**src/rtl/addr_stack.sv**
```systemverilog
// Program counter plus DEPTH-entry circular return stack, updated once per instruction at cycle 7.
// Define ADDR_STACK_FLAGS_EN to build the sticky overflow/underflow flags; otherwise they read 0.
module addr_stack #(
    parameter int ADDR_WIDTH = 12,
    parameter int DEPTH      = 3
) (
    input  logic                  clock,
    input  logic                  reset,
    input  logic [2:0]            cycle,
    input  logic [1:0]            control,
    input  logic [ADDR_WIDTH-1:0] target,
    output logic [ADDR_WIDTH-1:0] pc,
    output logic                  pc_enable,
    output logic [3:0]            pc_word,
    output logic [4:0]            stack_count,
    output logic                  overflow,
    output logic                  underflow
);

    localparam int NIBBLES = ADDR_WIDTH / 4;
    localparam int SP_W    = (DEPTH > 1) ? $clog2(DEPTH) : 1;
    localparam logic [SP_W-1:0] SP_LAST   = SP_W'(DEPTH - 1);
    localparam logic [4:0]      DEPTH_CNT = 5'(DEPTH);

    localparam logic [1:0] OP_INC  = 2'b00;
    localparam logic [1:0] OP_JUMP = 2'b01;
    localparam logic [1:0] OP_CALL = 2'b10;
    localparam logic [1:0] OP_RET  = 2'b11;

    if ((ADDR_WIDTH % 4) != 0 || ADDR_WIDTH < 4 || NIBBLES > 8) begin : g_bad_width
        $error("addr_stack: ADDR_WIDTH must be a multiple of 4 in 4..32");
    end
    if (DEPTH < 1 || DEPTH > 16) begin : g_bad_depth
        $error("addr_stack: DEPTH must be in 1..16");
    end

    logic [ADDR_WIDTH-1:0] pc_q, pc_d;
    logic [SP_W-1:0]       sp_q, sp_d;
    logic [4:0]            cnt_q, cnt_d;
    logic [ADDR_WIDTH-1:0] stack_q [DEPTH];
    logic [ADDR_WIDTH-1:0] stack_d [DEPTH];

    logic [ADDR_WIDTH-1:0] pc_inc;
    logic [SP_W-1:0]       sp_inc, sp_dec;
    logic                  update;

    assign update = (cycle == 3'd7);
    assign pc_inc = pc_q + 1'b1;
    // DEPTH need not be a power of two, so the pointer wraps explicitly.
    assign sp_inc = (sp_q == SP_LAST) ? '0 : sp_q + 1'b1;
    assign sp_dec = (sp_q == '0) ? SP_LAST : sp_q - 1'b1;

    always_comb begin
        pc_d    = pc_q;
        sp_d    = sp_q;
        cnt_d   = cnt_q;
        stack_d = stack_q;
        if (update) begin
            case (control)
                OP_INC:  pc_d = pc_inc;
                OP_JUMP: pc_d = target;
                OP_CALL: begin
                    stack_d[sp_q] = pc_inc;
                    sp_d          = sp_inc;
                    pc_d          = target;
                    cnt_d         = (cnt_q == DEPTH_CNT) ? cnt_q : cnt_q + 5'd1;
                end
                OP_RET: begin
                    sp_d  = sp_dec;
                    pc_d  = stack_q[sp_dec];
                    cnt_d = (cnt_q == 5'd0) ? cnt_q : cnt_q - 5'd1;
                end
                default: pc_d = pc_q;
            endcase
        end
    end

    always_ff @(posedge clock or posedge reset) begin
        if (reset) begin
            pc_q    <= '0;
            sp_q    <= '0;
            cnt_q   <= '0;
            stack_q <= '{default: '0};
        end else begin
            pc_q    <= pc_d;
            sp_q    <= sp_d;
            cnt_q   <= cnt_d;
            stack_q <= stack_d;
        end
    end

`ifdef ADDR_STACK_FLAGS_EN
    logic ovf_q, ovf_d, unf_q, unf_d;

    always_comb begin
        ovf_d = ovf_q;
        unf_d = unf_q;
        if (update && control == OP_CALL && cnt_q == DEPTH_CNT) ovf_d = 1'b1;
        if (update && control == OP_RET && cnt_q == 5'd0)       unf_d = 1'b1;
    end

    always_ff @(posedge clock or posedge reset) begin
        if (reset) begin
            ovf_q <= 1'b0;
            unf_q <= 1'b0;
        end else begin
            ovf_q <= ovf_d;
            unf_q <= unf_d;
        end
    end

    assign overflow  = ovf_q;
    assign underflow = unf_q;
`else
    assign overflow  = 1'b0;
    assign underflow = 1'b0;
`endif

    // Zero-extend so every 3-bit cycle value selects an in-range nibble.
    logic [31:0] pc_ext;
    assign pc_ext      = 32'(pc_q);
    assign pc_enable   = ({1'b0, cycle} < 4'(NIBBLES));
    assign pc_word     = pc_enable ? pc_ext[{cycle, 2'b00} +: 4] : 4'h0;
    assign pc          = pc_q;
    assign stack_count = cnt_q;

endmodule

```
**config.mk**
```make
export PLATFORM = sky130hd
export DESIGN_NAME = addr_stack
export DESIGN_NICKNAME = d
export VERILOG_FILES = /design/src/rtl/addr_stack.sv
export SDC_FILE = /design/constraint.sdc
export NUM_CORES = 1
export LEC_CHECK = 0
export BUFFER_PORTS_ARGS = -buffer_cell sky130_fd_sc_hd__buf_2
export CAP_MARGIN = 20
export CORE_ASPECT_RATIO = 0.8
export CORE_MARGIN = 2
export CORE_UTILIZATION = 40
export DETAILED_ROUTE_END_ITERATION = 6
export GPL_ROUTABILITY_DRIVEN = 0
export SKIP_CTS_REPAIR_TIMING = 1
export SLEW_MARGIN = 0
export SYNTH_ARGS = -nofsm -noshare
export SYNTH_HDL_FRONTEND = slang
export SYNTH_SLANG_ARGS = --single-unit
```
**constraint.sdc**
```tcl
create_clock -name clock -period 1.61 [get_ports clock]
set_input_delay 0.161 -clock clock [delete_from_list [all_inputs] [get_ports clock]]
set_output_delay 0.161 -clock clock [all_outputs]
set_load 0.02 [all_outputs]
```
==> summary.txt <==
Status: finished, violations left
Failing checks: negative setup slack
Max Transition Viols Final: 0
Cells after DPL: 518
Post-Layout Cell Count: 536
Initial antenna violation count: 0
Maximum vdd ir drop: 0.551 mV
Cell Area, Placed: 3950 sq um
Max Fclk: 554 MHz
Sw Pwr: 0.00247 W
CTS H-tree lvls: 2
Die W: 105 microns
Gr ovfl total: 0
Mapped Avg Cell Area: 9.55 sq um
Critical path class: reg -> reg
Pin count of the biggest net entering global routing: 39
Reg area: 1380 sq um
Grt met2 use: 29.4%
Root buffer cell: clkbuf_8
Input/output buffers: 40
Most used routing layer: met1
Count of warnings emitted by yosys: 0
Vias: 2843
Leading cell types in the layout, fill and taps excluded: 52 x buf_4, 51 x dfrtp_1, 40 x nand2_1
Cell count after synthesis: 344
Hpwl dp: 6500 microns
Distinct cells, synth: 55
Crit path launch type: register
Fin area: 4240 sq um
Crit path DAT: 2.01 ns
Crit path largest cell delay: 0.46 ns
Main synth FF type: dfrtp_1
Clock transition at path regs: 0.11 ns
Net Sw Frac: 39.8%
R2r startpoint: sp_q[0]
Core area: 7950 sq um
Worst setup margin: -0.196 ns
Maxcap violations: 0
Vias in the first global route: 2756
Footprint of the multi-input gates: 1840 sq um
M1 GR Usage: 31.9%
Power per cell area: 1460 nW/um^2
Worst min-delay path class: in -> reg
WL per Instance: 16.4 microns
Worst setup startpoint: sp_q[0]
Worst Hold Slack: 0.167 ns
Crit path max fanout: 9
Post-synth EDFFs: 0
Die Y: 85.1 microns
Drt first-iter violations: 264
Most common cell after layout, fill and taps aside: buf_4
Fill cells: 701
Residual DRC count: 0
Clock Skews: 0.0164 ns
1st-pass router iterations: 4
Initial Util: 41.4%
Crit end category: register
CTS tree: done
Total inserted antenna cells: 0
Share of layout cells above drive strength 1: 36.9%
Required @ worst endpoint: 1.81 ns
Register bit count reported by yosys: 55
Worst skew pair latency: 0.31 ns
Fraction of registers with async set or reset after synthesis: 100%
Critical path's top delay family: simple AND/OR/NAND/NOR gates
Clock sinks: 55
Core Util, Final: 53.4%
Die ar.: 8960 sq um
First-pass GRT wire length: 14500 microns
Met3 Use GR: 3.30%
Synth Cell Area: 3290 sq um
Part of the cycle the worst path needs: 112%
Critical-path cell list: inv_2, ha_4, or3b_2, o21ai_1, a21oi_1, a311oi_1
Fin crit period: 1.81 ns
Worst Min Path Start: target[1]
Vias per cell: 5.30
Clock buffer count from CTS: 5
Sequential fraction of the synthesis area: 41.9%
Total chip power: 0.00621 W
RSZ-0062 raised after global routing: yes
DRT Wirelength: 8810 microns
Final Net Count: 459
Clock power frac: 11.9%
Io pins: 43
Longest Clk Path Bufs: 2
Overall global routing resource usage: 20.4%
Synthesis-to-layout area growth: 29.1%
Cell Rows: 29
Final Hold Vio Count: 0
Seq pwr share: 35.2%
Combinational group share of total power: 52.8%
Slowest CP cell: or3b_2
ANT nets after route: 0
Leak Pwr: 1.89 nW
Design internal power: 0.00374 W
Final number of setup-violating endpoints: 12
Worst path bufs/invs: 1
-- layout make-up --
cell class / count / area share [%]
clock buffer: 5 / 1.62
clock inverter: 1 / 0.177
inverter: 9 / 0.885
multi-input combinational: 255 / 43.4
sequential: 55 / 32.6
tap: 108 / 3.18
timing repair buffer: 102 / 18.0
timing repair inverter: 1 / 0.177
-- registers in the layout, indices dropped and copies added, names as in the netlist --
name         flops
pc              12
sp_q             2
stack_count      5
stack_q         36
-- through the flow --
step | setup TNS (ns) | worst slack (ns)
2_1_floorplan | -0.0420 | -0.0140
3_3_place_gp | -1.05 | -0.156
3_5_place_dp | -1.54 | -0.201
4_1_cts | -1.72 | -0.226
5_1_grt | -2.59 | -0.259
6_report | -1.32 | -0.196
-- worst paths after layout --
path | slack (ns) | depth (start not counted) | endpoint
worst max-delay path | -0.20 | 6 | pc[7]
worst min-delay path | 0.17 | 3 | pc[1]
worst max register to register | -0.20 | 6 | pc[7]
worst min register to register | 0.49 | 2 | stack_q[18]
max in group asynchronous | 0.64 | 4 | pc[0]
min in group asynchronous | 0.38 | 3 | stack_count[4]
-- worst min-delay path, stage by stage --
cell and delay (ns):
buf_2 0.10, a221oi_2 0.05, o21ai_1 0.13
-- synthesized netlist by cell type, drive strengths merged (3+ instances only) --
cell     number  area [sq um]
a211oi        3          22.5
xor2          5          43.8
nand3        10          82.6
o21ai        42           214
clkbuf        8          31.3
o2bb2ai       5          43.8
ha           11           138
a21oi        15          75.1
mux2          8          90.1
a22o          3          26.3
inv           9          33.8
xnor2        10          87.6
or3b          7          61.3
nand2        41           156
a31oi         3          18.8
a221oi        6          58.8
buf          18           126
a311oi        4          35.0
nor2         26           103
dfrtp        55          1380
mux2i        18           180
a221o         3          30.0
and3          5          31.3
nor3          5          30.0
-- layer usage --
| layer | wire [microns] | vias to the layer above |
|---|---|---|
| met5 | 0 | - |
| met2 | 3520 | 76 |
| li1 | - | 1394 |
| met1 | 4730 | 1362 |
| met3 | 445 | 11 |
| met4 | 108 | 0 |
-- power by group through the flow --
| stage | combinational (W) | clock [W] | sequential [W] |
|---|---|---|---|
| after detailed placement | 0.00278 | 0 | 0.00221 |
| after CTS | 0.00279 | 0.000764 | 0.00219 |
| final | 0.00328 | 0.000741 | 0.00219 |
| after floorplan | 0.00160 | 0 | 0.00227 |
| after global routing | 0.00361 | 0.000817 | 0.00225 |
| after global placement | 0.00271 | 0 | 0.00222 |
-- kinds of logic (layout without fill, tap and decap cells) --
kind of cell / count (synthesis) / after routing / share of synthesized area [%]
adders and majority gates: 11 / 11 / 4.19
AOI/OAI and AO/OA: 95 / 95 / 18.8
DFF: 55 / 55 / 41.9
and+or+nand+nor: 106 / 106 / 17.0
muxes: 26 / 26 / 8.22
buffers and inverters: 35 / 118 / 5.82
other: 1 / 2 / 0.114
xor gates and xnor gates: 15 / 15 / 4.00
(Power assumes the default switching activity.)
